<file path="config.mk">
export PLATFORM = sky130hd
export DESIGN_NAME = rgb_frame_stat
export DESIGN_NICKNAME = d
export VERILOG_FILES = /design/src/rtl/rgb_frame_stat.sv
export SDC_FILE = /design/constraint.sdc
export NUM_CORES = 1
export LEC_CHECK = 0
export ABC_AREA = 1
export BUFFER_PORTS_ARGS = -buffer_cell sky130_fd_sc_hd__buf_4
export CORE_AREA = 2 2 152 183
export CTS_BUF_LIST = sky130_fd_sc_hd__clkbuf_4
export DETAILED_ROUTE_END_ITERATION = 10
export DIE_AREA = 0 0 154 185
export PLACE_DENSITY = 0.87
export SYNTH_ARGS = -nofsm -noshare
export SYNTH_HDL_FRONTEND = slang
export SYNTH_SLANG_ARGS = --single-unit
</file>
<file path="constraint.sdc">
create_clock -name clk -period 4 [get_ports clk]
set_clock_uncertainty 0.05 [all_clocks]
set_input_delay 0.2 -clock clk [delete_from_list [all_inputs] [get_ports clk]]
set_output_delay 0.2 -clock clk [all_outputs]
set_load 0.02 [all_outputs]
</file>
<file path="src/rtl/rgb_frame_stat.sv">
// rgb_frame_stat: per-frame RGB sums, maxima, pixel and line counts latched at frame end.
// Video passes through with a fixed one-cycle delay.
module rgb_frame_stat #(
   parameter int PIXEL_WIDTH = 8,
   parameter int CNT_WIDTH   = 24,
   parameter int LINE_WIDTH  = 12,
   localparam int SUM_W      = PIXEL_WIDTH + CNT_WIDTH
) (
   input  logic                     clk,
   input  logic                     rst_n,
   input  logic                     en_i,
   input  logic [3*PIXEL_WIDTH-1:0] di_i,
   input  logic                     de_i,
   input  logic                     hs_i,
   input  logic                     vs_i,
   output logic [3*PIXEL_WIDTH-1:0] do_o,
   output logic                     de_o,
   output logic                     hs_o,
   output logic                     vs_o,
   output logic [SUM_W-1:0]         sum_r_o,
   output logic [SUM_W-1:0]         sum_g_o,
   output logic [SUM_W-1:0]         sum_b_o,
   output logic [PIXEL_WIDTH-1:0]   max_r_o,
   output logic [PIXEL_WIDTH-1:0]   max_g_o,
   output logic [PIXEL_WIDTH-1:0]   max_b_o,
   output logic [CNT_WIDTH-1:0]     pix_cnt_o,
   output logic [LINE_WIDTH-1:0]    line_cnt_o,
   output logic                     ovf_o,
   output logic                     stat_vld_o
);
   typedef enum logic [1:0] {IDLE, WAIT_VS, ACCUM, LATCH} state_t;
   state_t state, state_n;
   logic vs_d, hs_d, vs_rise, vs_fall, hs_fall;
   logic load, accum, pix_inc, line_evt, line_inc, line_seen, ovf;
   logic [PIXEL_WIDTH-1:0] ch [3];
   logic [SUM_W-1:0] acc_sum [3];
   logic [PIXEL_WIDTH-1:0] acc_max [3];
   logic [SUM_W-1:0] stat_sum [3];
   logic [PIXEL_WIDTH-1:0] stat_max [3];
   logic [CNT_WIDTH-1:0] pix_cnt, pix_nxt;
   logic [LINE_WIDTH-1:0] line_cnt, line_nxt;

   assign vs_rise  = vs_i & ~vs_d;
   assign vs_fall  = ~vs_i & vs_d;
   assign hs_fall  = ~hs_i & hs_d;
   assign load     = (state == WAIT_VS) & vs_fall;
   assign accum    = (state == ACCUM);
   assign pix_nxt  = pix_cnt + 1'b1;
   assign line_nxt = line_cnt + 1'b1;
   assign pix_inc  = de_i & ~&pix_cnt;
   // an open line is closed either by its hs fall or by the frame-ending vs rise
   assign line_evt = (hs_fall | vs_rise) & (line_seen | de_i);
   assign line_inc = line_evt & ~&line_cnt;

   always_comb begin
      for (int c = 0; c < 3; c++) ch[c] = di_i[c*PIXEL_WIDTH +: PIXEL_WIDTH];
   end

   always_comb begin
      state_n = (state == IDLE)    ? (en_i ? WAIT_VS : IDLE) :
                (state == WAIT_VS) ? (vs_fall ? ACCUM : WAIT_VS) :
                (state == ACCUM)   ? (vs_rise ? LATCH : ACCUM) :
                                     (en_i ? WAIT_VS : IDLE);
   end

   always_ff @(posedge clk or negedge rst_n) begin
      if (!rst_n) state <= IDLE;
      else state <= state_n;
   end

   always_ff @(posedge clk or negedge rst_n) begin
      if (!rst_n) begin
         {do_o, de_o, hs_o, vs_o, vs_d, hs_d} <= '0;
      end else begin
         {do_o, de_o, hs_o, vs_o} <= {di_i, de_i, hs_i, vs_i};
         vs_d <= vs_i;
         hs_d <= hs_i;
      end
   end

   always_ff @(posedge clk or negedge rst_n) begin
      if (!rst_n) begin
         for (int c = 0; c < 3; c++) begin
            acc_sum[c] <= '0;
            acc_max[c] <= '0;
         end
         pix_cnt   <= '0;
         line_cnt  <= '0;
         line_seen <= 1'b0;
         ovf       <= 1'b0;
      end else if (load) begin
         for (int c = 0; c < 3; c++) begin
            acc_sum[c] <= de_i ? SUM_W'(ch[c]) : '0;
            acc_max[c] <= de_i ? ch[c] : '0;
         end
         pix_cnt   <= CNT_WIDTH'(de_i);
         line_cnt  <= '0;
         line_seen <= de_i;
         ovf       <= 1'b0;
      end else if (accum) begin
         if (pix_inc) begin
            for (int c = 0; c < 3; c++) begin
               acc_sum[c] <= acc_sum[c] + SUM_W'(ch[c]);
               acc_max[c] <= (ch[c] > acc_max[c]) ? ch[c] : acc_max[c];
            end
            pix_cnt <= pix_nxt;
         end
         if (line_inc) line_cnt <= line_nxt;
         line_seen <= ~line_evt & (line_seen | de_i);
         ovf       <= ovf | (pix_inc & &pix_nxt) | (line_inc & &line_nxt);
      end
   end

   always_ff @(posedge clk or negedge rst_n) begin
      if (!rst_n) begin
         for (int c = 0; c < 3; c++) begin
            stat_sum[c] <= '0;
            stat_max[c] <= '0;
         end
         pix_cnt_o  <= '0;
         line_cnt_o <= '0;
         ovf_o      <= 1'b0;
         stat_vld_o <= 1'b0;
      end else begin
         stat_vld_o <= (state == LATCH);
         if (state == LATCH) begin
            for (int c = 0; c < 3; c++) begin
               stat_sum[c] <= acc_sum[c];
               stat_max[c] <= acc_max[c];
            end
            pix_cnt_o  <= pix_cnt;
            line_cnt_o <= line_cnt;
            ovf_o      <= ovf;
         end
      end
   end

   assign sum_r_o = stat_sum[0];
   assign sum_g_o = stat_sum[1];
   assign sum_b_o = stat_sum[2];
   assign max_r_o = stat_max[0];
   assign max_g_o = stat_max[1];
   assign max_b_o = stat_max[2];
endmodule

</file>
==> results.tsv, run 1 <==
metric	value	unit
Post-synth EDFFs	0	
Final Instance Count excl. Fillers	2793	
Hold WS	32.0	ps
GR Util met1	41.2	%
slew margin rel.	26.4	%
Critical-path top delay cell	nand2_4	
Worst Tran Pin Value	1100	ps
Net Sw Power	5.65	mW
grt peak-use layer	met2	
Main synth FF type	dfrtp_1	
CTS buffer count	86	
H-tree depth	3	
root buffer selected by CTS	clkbuf_4	
first-pass GRT wire length	76800	µm
asr flop ratio synth	100	%
gr ovfl total	0	
worst-case clock buffer depth	3	
CP arrival	3530	ps
Post-DRT Antenna Nets	0	
PwrDens	671	nW/µm²
Yosys cell types	46	
maxcap violations	0	
Pins Over Slew Limit	0	
drt wl/cell	16.9	µm
combinational power share	39.7	%
die area	28500	µm²
R2R Path Start	pix_cnt[0]$_DFFE_PN0P_	
R2R Setup Slk	1020	ps
setup TNS	0	ps
gr usage total	33.5	%
CP delay by family, top	simple AND/OR/NAND/NOR gates	
CP bufs+invs	1	
Mapped Cells	2101	
Net Sw Frac	41.3	%
Seq/Total Area, Yosys	50.5	%
CTS sink cnt	345	
crit share post-route	74.5	%
area of the multi-input gates	7200	µm²
pin count of the biggest net entering global routing	221	
final setup violation count	0	
Crit. End Element	flop	
Critical Path Max Stage Delay	610	ps
placed cells	2601	
leak pwr	9.89	nW
status	complete, no violations	
vias in the first global route	15700	
startpoint types	flop	
initial antenna violation count	2	
Yosys reg bits	345	
DR vias/cell	5.72	
crit path max fanout	55	
Post-Syn Area	17100	µm²
CP cell instances	ha_1, nand2_2, nor2_4, nand2_4, inv_2, nand3_2, nand3_4, nand2_4, nand3_2, o21ai_0, a21oi_1	
CP Class	flop to flop	
Period minus WS final	2980	ps
area delta synth->final	19.0	%
RSZ-0062 raised after global routing	no	
Seq pwr share	38.8	%
Synth warnings	0	
Sequential Area	8630	µm²
DRC violations left	0	
CTS tree	built	
HPWL after DPL	32300	µm
f_max	336	MHz
Die Y-Extent	185	µm
Via Count	16000	
gpl congestion	0.952	
Final Hold Viols	0	
Post-Route Utilization	75.8	%
Clock Latency Late Sink	760	ps
GR met3 Demand/Resource	5.97	%
DRT Wirelength	47200	µm
DRT iter0 DRCs	1352	
Syn Area/Cell	8.14	µm²
clock power share	21.5	%
Syn Nets	2186	
share of cells above drive strength 1	16.5	%
Hold Path Class	input port to async pin	
TritonRoute pass-1 iters	5	
Die X	154	µm
Port Buffers	214	
Worst EP required	4550	ps
number of I/O pins	215	
grt met2 use	57.6	%
layout filler cell count	1968	
r2r worst-path depth	11	
VDD IR max	0.480	mV
initial core utilization	63.7	%
Final Net Count	2463	
Total Power	13.7	mW
r2r endpoint	acc_sum[80]$_DFFE_PN0P_	
Site Rows	66	
Internal	8.01	mW
core footprint	26800	µm²
clock transition at the registers of the reported paths	80	ps
[worst max path at each step]
stage	slack, ps	endpoint	from	depth (start not counted)
after floorplan	1950	acc_sum[82]$_DFFE_PN0P_	acc_sum[64]$_DFFE_PN0P_	9
after global placement	1150	acc_sum[12]$_DFFE_PN0P_	pix_cnt[0]$_DFFE_PN0P_	14
after detailed placement	1080	acc_sum[12]$_DFFE_PN0P_	pix_cnt[0]$_DFFE_PN0P_	14
after CTS	1070	acc_sum[77]$_DFFE_PN0P_	pix_cnt[0]$_DFFE_PN0P_	14
after global routing	760	acc_sum[82]$_DFFE_PN0P_	pix_cnt[0]$_DFFE_PN0P_	11
final	1020	acc_sum[80]$_DFFE_PN0P_	pix_cnt[0]$_DFFE_PN0P_	11
[worst reg2reg max path, stage by stage (launching register included)]
cell     delay, ps
dfrtp_1        440
ha_1           260
nand2_2         90
nor2_4          60
nand2_4         90
inv_2           50
nand3_2        100
nand3_4        200
nand2_4        620
nand3_2        380
o21ai_0        390
a21oi_1        120
[cell families after synthesis]
group                      count (synthesis)  synth area share [%]
buffers and inverters                    317                  7.45
xor gates and xnor gates                  21                  1.08
and+or+nand+nor                          942                  23.9
adders and majority gates                 55                  4.16
AOI/OAI and AO/OA                        421                  12.9
DFF                                      345                  50.5
[through the flow]
step	setup slack, ps	area, µm²
2_1_floorplan	1950	17100
3_3_place_gp	1150	19000
3_5_place_dp	1080	19000
4_1_cts	1070	20300
5_1_grt	759	20300
6_report	1020	20300
[registers in the layout (all words and copies together), names as in the netlist, 8 cells and up, named ones only]
signal	cells
max_g_o	8
line_cnt_o	12
acc_max	24
line_cnt	12
acc_sum	96
pix_cnt	24
sum_g_o	32
do_o	24
sum_b_o	32
pix_cnt_o	24
sum_r_o	32
max_b_o	8
max_r_o	8
[metal layers]
layer / up-vias / share of wire (%)
met1: 7564 / 39
met5: - / 0
li1: 7548 / -
met4: 0 / 4.2
met3: 158 / 6.9
met2: 703 / 50
[cells in the final DEF (no fill, tap or decap), types with 4 or more instances in the layout]
cell type	instances
o21ai_1	56
nand3_2	4
nand3_1	114
clkinv_2	6
xor2_1	16
nand4_1	46
diode_2	4
clkbuf_4	122
nor2_2	4
or2_2	12
dlygate4sd3_1	29
o21ai_0	250
o22ai_1	19
nor3_1	51
nor2_1	134
xnor2_1	5
ha_1	52
dfrtp_1	345
nand2_4	5
nor3b_1	7
nand2_1	539
inv_1	242
buf_4	224
a32o_1	7
inv_2	9
clkinv_1	27
nor4_1	9
nand2_2	5
a31oi_1	6
a21oi_1	69
[synthesized netlist by cell type, types with 4 or more instances]
| library cell | instances | area, µm² |
|---|---|---|
| buf_1 | 13 | 48.8 |
| a32o_1 | 7 | 70.1 |
| buf_2 | 11 | 55.1 |
| o21ai_0 | 250 | 1250 |
| nand2_2 | 5 | 31.3 |
| nand2_4 | 4 | 45.0 |
| nor3_1 | 51 | 255 |
| nand3_1 | 114 | 571 |
| buf_6 | 8 | 90.1 |
| a31oi_1 | 6 | 37.5 |
| clkbuf_1 | 34 | 128 |
| o21ai_1 | 56 | 280 |
| nor2_1 | 135 | 507 |
| a21oi_1 | 69 | 345 |
| inv_1 | 242 | 908 |
| ha_1 | 52 | 651 |
| inv_2 | 6 | 22.5 |
| nor4_1 | 9 | 56.3 |
| nor3b_1 | 7 | 52.6 |
| nand2_1 | 540 | 2030 |
| or2_2 | 12 | 75.1 |
| nand3_2 | 4 | 40.0 |
| o22ai_1 | 19 | 119 |
| dfrtp_1 | 345 | 8630 |
| xnor2_1 | 5 | 43.8 |
| xor2_1 | 16 | 140 |
| nand4_1 | 46 | 288 |
[power groups by stage]
stage	Sequential (mW)	Clock (mW)	Combinational (mW)
final	5.30	2.94	5.42
after global routing	5.41	3.19	5.99
after CTS	5.26	2.98	5.39
after detailed placement	5.31	0	5.34
after global placement	5.28	0	5.14
after floorplan	5.95	0	2.65
[repair_timing]
action,in CTS,in global routing
resized for setup,0,0
buffers inserted,0,0
hold buffers,29,0
hold endpoints to repair,188,0
[area by class of cell]
| cell class | instances | share of cell area, % |
|---|---|---|
| diodes | 4 | 0.0492 |
| clock inverters | 37 | 0.849 |
| inverters | 249 | 4.61 |
| clock buffers | 122 | 4.50 |
| repair buffers | 257 | 10.1 |
| well taps | 340 | 2.09 |
| flip-flops and latches | 345 | 42.4 |
| multi-input cells | 1439 | 35.4 |
(Power assumes the default switching activity.)
==> run 2: changes to the inputs <==
ABC_AREA = 0   (was 1)
CORE_AREA = 2 2 162 196   (was 2 2 152 183)
DIE_AREA = 0 0 164 198   (was 0 0 154 185)
PLACE_DENSITY = 0.78   (was 0.87)
clock period = 2.39 ns   (was 4 ns; I/O delays follow)
==> run 2 against run 1 <==
Non-clock buffer count grew 169. Critical path depth fell by 2. Synthesized area shrank 4.2%. Maximum frequency increased by 20%. Global-route usage fell by 6.9 points. Critical path type unchanged. The run now ends with negative setup slack left. Highest routed layer unchanged. Worst setup slack got worse by 1100 ps. Power is 45% higher. Final cell count fell by 13%. Worst hold slack better by 3.7 ps. Largest cell class unchanged. Combinational power is 39% higher.
==> results.tsv, run 2 <==
metric	value	unit
area delta synth->final	33.2	%
Total Power	19.8	mW
Syn Nets	1627	
setup TNS	-563	ps
commonest non-fill, non-tap cells in the layout	buf_4 (358), dfrtp_1 (343), mux2_2 (116)	
Synth area leaders	dfrtp_1 (53%), mux2_2 (8.0%), ha_1 (4.0%), a21oi_1 (3.6%), o21ai_0 (3.6%)	
H-tree depth	3	
Seq/Total Area, Yosys	52.7	%
Yosys cell types	70	
Site Rows	71	
asr flop ratio synth	100	%
vias in the first global route	14300	
Synth warnings	0	
share of cells above drive strength 1	37.0	%
post-synth top area share	52.7	%
Via Count	14300	
gpl congestion	0.880	
Pins Over Slew Limit	0	
Mapped Cells	1542	
Syn Area/Cell	10.6	µm²
cell taking the most area after synthesis	dfrtp_1	
Crit. End Element	flop	
initial antenna violation count	2	
Post-DRT Antenna Nets	0	
most common cell after layout, fill and taps aside	buf_4	
die area	32500	µm²
slew margin rel.	52.7	%
core footprint	30800	µm²
final setup violation count	15	
leak pwr	10.3	nW
layout filler cell count	2141	
Final Hold Viols	0	
Worst Tran Pin Value	708	ps
root buffer selected by CTS	clkbuf_4	
RSZ-0062 raised after global routing	yes	
grt peak-use layer	met2	
Hold Path Class	input port to flop	
crit share post-route	104	%
Placed Area	19400	µm²
status	finished with violations	
Worst EP required	2990	ps
Post-synth EDFFs	0	
initial core utilization	53.1	%
DRT iter0 DRCs	861	
most common library cells after synthesis	dfrtp_1 (345), a21oi_1 (119), o21ai_0 (119)	
DR vias/cell	5.87	
maxcap violations	0	
f_max	402	MHz
first-pass GRT wire length	69700	µm
Final Net Count	2054	
HPWL after DPL	28700	µm
CTS buffer count	86	
Post-Route Utilization	70.8	%
worst-case clock buffer depth	3	
GR Util met1	32.6	%
Port Buffers	214	
Period minus WS final	2480	ps
DRC violations left	0	
CTS tree	built	
max reg flops	96	
number of I/O pins	215	
GR met3 Demand/Resource	5.80	%
CP arrival	3080	ps
Yosys reg bits	345	
Die X	164	µm
CP Class	flop to flop	
Clock Latency Late Sink	740	ps
pin count of the biggest net entering global routing	93	
clock transition at the registers of the reported paths	60	ps
gr usage total	26.6	%
post-layout worst setup margin	-94.6	ps
Die Y-Extent	198	µm
Reg with most FFs	acc_sum	
drt wl/cell	18.5	µm
grt met2 use	45.6	%
most frequent cell after synthesis	dfrtp_1	
crit path max fanout	8	
VDD IR max	0.654	mV
Main synth FF type	dfrtp_1	
CTS sink cnt	345	
Critical Path Max Stage Delay	510	ps
gr ovfl total	0	
Design Area, Final	21800	µm²
DRT Wirelength	45200	µm
Critical-path top delay cell	or4_4	
failing checks	negative setup slack	
CP cell instances	ha_4, fa_2, a21oi_4, o21ai_2, nand2_1, a221o_2, buf_12, or4_4, a21oi_2	
PwrDens	909	nW/µm²
Post-Syn Area	16400	µm²
startpoint types	flop	
TritonRoute pass-1 iters	7	
run 2: changes by cell type after synthesis, moves of 35 or more:
cell     delta
nor2_1     -66
nor3_1     -35
nand3_1    -56
a21oi_1    +50
inv_1     -190
mux2_2    +116
o21ai_0   -131
o31ai_1    +45
nand2_1   -428
run 2: timing repair:
action,in CTS,in global routing
gates cloned,1,7
endpoints found under the hold margin,460,0
buffers inserted,6,27
pin swaps,12,62
gates resized for setup,17,131
hold buffers,31,0
endpoints found under the setup margin,37,68
run 2: logic make-up after synthesis:
group                      Yosys count  synth area share [%]
adders and majority gates           55                  4.34
buffers and inverters              140                  3.39
AOI/OAI and AO/OA                  416                  15.2
DFF                                345                  52.7
muxes                              140                  9.45
xor gates and xnor gates            23                  1.23
and+or+nand+nor                    423                  13.6
run 2: stage by stage:
step	cells	hold WS, ps	setup slack, ps
2_1_floorplan	1542	-226	-34.1
3_3_place_gp	2210	125	-61.9
3_5_place_dp	2210	129	-121
4_1_cts	2401	4.71	-65.9
5_1_grt	2438	-15.2	-158
6_report	2438	35.7	-94.6
run 2: critical path: cells and delay by family, from the launching register on:
kind	cells	cell delay, ps
compound gates	4	760
fa+ha+maj	2	420
buf+inv	1	170
flops	1	390
simple gates	2	590
run 2: per-layer routing:
| metal | vias to the layer above | part of all wire, % |
|---|---|---|
| li1 | 6547 | - |
| met1 | 7125 | 39 |
| met2 | 521 | 51 |
| met3 | 124 | 6.0 |
| met4 | 0 | 3.3 |
| met5 | - | 0 |
run 2: report_power, final:
group | internal [mW] | switching, mW | total [mW]
sequential | 6.82 | 0.686 | 7.50
combinational | 3.40 | 4.13 | 7.53
clock | 2.35 | 2.45 | 4.80
run 2: layout make-up:
type	instances	area (µm²)	share of cell area, %
Multi-Input combinational cell	1057	7820	35.9
Antenna cell	3	7.51	0.0344
Inverter	53	199	0.912
Clock inverter	38	171	0.786
Tap cell	401	502	2.30
Sequential cell	345	8640	39.6
Clock buffer	115	863	3.96
Timing Repair Buffer	426	3610	16.6
run 2: worst paths after layout:
path                                         from  slack [ps]  depth (start not counted)                       to
max reg2reg                acc_sum[0]$_DFFE_PN0P_         -90                          9  acc_sum[22]$_DFFE_PN0P_
max in group asynchronous                   rst_n         970                          4   sum_g_o[9]$_DFFE_PN0P_
min                                      di_i[14]          40                          2       do_o[14]$_DFF_PN0_
max                        acc_sum[0]$_DFFE_PN0P_         -90                          9  acc_sum[22]$_DFFE_PN0P_
min reg2reg                max_b_o[6]$_DFFE_PN0P_         440                          2   max_b_o[6]$_DFFE_PN0P_
min in group asynchronous                   rst_n         460                          3  acc_sum[22]$_DFFE_PN0P_
==> run 3: changes to the inputs <==
CTS_BUF_LIST = sky130_fd_sc_hd__clkbuf_8   (was sky130_fd_sc_hd__clkbuf_4)
==> run 3 against run 2 <==
The run still ends with negative setup slack left. Cell area is 1.7% lower. Die area unchanged. Non-clock buffer count shrank 20. Via count decreased by 3.9%. Highest routed layer unchanged. Largest cell class unchanged. Critical path type unchanged. Maximum frequency is 1.9% higher. Register-to-register slack gained 50 ps. Clock power grew 5.0%. Sequential cell count did not move. Final cell count down 3.4%.
==> results.tsv, run 3 (synthesized netlist as in run 2, its figures left out) <==
metric	value	unit
status	finished with violations	
failing checks	negative setup slack	
RSZ-0062 raised after global routing	yes	
area of the multi-input gates	7660	µm²
Hold WS	50.0	ps
gpl congestion	0.880	
DRT Wirelength	43400	µm
number of I/O pins	215	
final setup violation count	2	
Net Sw Frac	35.5	%
Reg with most FFs	acc_sum	
crit path max fanout	6	
CTS tree	built	
core footprint	30800	µm²
Total Power	19.7	mW
die area	32500	µm²
DRC violations left	0	
maxcap violations	0	
Worst Tran Pin Value	693	ps
Critical-path top delay cell	or4_4	
DRT iter0 DRCs	853	
clock power share	25.5	%
clock transition at the registers of the reported paths	70	ps
leak pwr	10.1	nW
most common cell after layout, fill and taps aside	buf_4	
Post-DRT Antenna Nets	0	
most frequent cell on the critical path	buf_6	
Clock Latency Late Sink	630	ps
TritonRoute pass-1 iters	5	
Final Hold Viols	0	
Die X	164	µm
Period minus WS final	2440	ps
CP delay by family, top	compound AO/OA/AOI/OAI gates	
Port Buffers	214	
startpoint types	flop	
HPWL after DPL	28700	µm
CP Class	flop to flop	
H-tree depth	2	
first-pass GRT wire length	68600	µm
crit share post-route	102	%
commonest non-fill, non-tap cells in the layout	buf_4 (351), dfrtp_1 (343), mux2_2 (116)	
CP arrival	2930	ps
setup TNS	-55.8	ps
Site Rows	71	
layout filler cell count	2182	
PwrDens	920	nW/µm²
slew margin rel.	53.7	%
Pins Over Slew Limit	0	
drt wl/cell	18.4	µm
area delta synth->final	30.9	%
Net Sw Power	7.01	mW
max reg flops	96	
share of cells above drive strength 1	34.5	%
CP cell instances	ha_4, nand3_4, nor4_4, buf_4, a31oi_4, buf_6, o211ai_4, buf_6, or4_4, a21oi_2	
worst-case clock buffer depth	3	
Final Net Count	2002	
combinational power share	36.5	%
Hold Path Class	input port to async pin	
Crit. End Element	flop	
CTS buffer count	54	
Sequential Area	8640	µm²
Die Y-Extent	198	µm
f_max	410	MHz
vias in the first global route	13900	
initial antenna violation count	1	
post-layout worst setup margin	-47.6	ps
Via Count	13800	
gr usage total	26.1	%
gr ovfl total	0	
Internal	12.7	mW
CTS sink cnt	345	
pin count of the biggest net entering global routing	93	
Worst EP required	2880	ps
CP bufs+invs	3	
DR vias/cell	5.84	
Seq pwr share	37.9	%
initial core utilization	53.1	%
root buffer selected by CTS	clkbuf_8	
Critical Path Max Stage Delay	430	ps
VDD IR max	0.772	mV
run 3: cell types whose count changed in the layout (fill, tap and decap cells not counted), moves of 6 or more:
cell,change
clkbuf_4,-115
clkbuf_8,+66
clkinv_1,-32
inv_1,+12
buf_6,-8
buf_4,-7
clkinv_2,+7
o31ai_1,+6
run 3: metrics by stage:
step	cells	area, µm²	utilization (%)	setup slack (ps)
6_report	2355	21400	69.6	-47.6
5_1_grt	2355	21400	69.6	-111
4_1_cts	2334	20900	67.7	-59.5
3_5_place_dp	2210	19400	62.9	-121
3_3_place_gp	2210	19400	62.9	-61.9
2_1_floorplan	1542	16400	-	-34.1
run 3: power groups by stage:
stage	clock network (mW)	logic, mW	registers, mW
floorplan	0	3.47	8.01
global placement	0	6.29	7.47
detailed placement	0	6.55	7.51
CTS	5.14	6.73	7.44
global route	5.37	7.86	7.59
finish	5.04	7.21	7.49
run 3: repair_timing:
| item | 4_1_cts | 5_1_grt |
|---|---|---|
| gates resized for setup | 23 | 81 |
| endpoints found under the setup margin | 35 | 86 |
| setup buffers | 3 | 17 |
| pin swaps | 9 | 49 |
| hold buffers | 29 | 0 |
| hold endpoints to repair | 360 | 0 |
| cloned | 1 | 3 |
run 3: layer usage:
layer  track usage [%]  up-vias  routed length [µm]
met1              32.6     6832               17600
li1                  -     6394                   -
met5                 0        -                   0
met3              4.75       99                2330
met2              45.2      433               22100
met4              9.88        0                1310
run 3: path summary, 6_finish.rpt:
path                       slack [ps]  cells past startpoint                       to                    from
min in group clk                  110                      2           hs_d$_DFF_PN0_                    hs_i
setup reg to reg                  -50                     10  acc_sum[58]$_DFFE_PN0P_  pix_cnt[0]$_DFFE_PN0P_
hold / removal                     50                      2  acc_sum[16]$_DFFE_PN0P_                   rst_n
hold reg to reg                   440                      2   max_g_o[2]$_DFFE_PN0P_  max_g_o[2]$_DFFE_PN0P_
max in group asynchronous        1390                      3  acc_sum[47]$_DFFE_PN0P_                   rst_n
setup / recovery                  -50                     10  acc_sum[58]$_DFFE_PN0P_  pix_cnt[0]$_DFFE_PN0P_
run 3: worst reg2reg max path: stages (launching register included):
cell and delay [ps]:
dfrtp_1 410, ha_4 180, nand3_4 70, nor4_4 50
buf_4 150, a31oi_4 370, buf_6 200, o211ai_4 120
buf_6 170, or4_4 430, a21oi_2 150
run 3: cell type report:
| class | instances | share of cell area [%] |
|---|---|---|
| clock buffers | 66 | 4.24 |
| inverters | 53 | 0.928 |
| well taps | 401 | 2.34 |
| flip-flops and latches | 345 | 40.3 |
| clock inverters | 26 | 0.811 |
| multi-input cells | 1057 | 35.7 |
| repair buffers | 406 | 15.7 |
| diodes | 1 | 0.0117 |
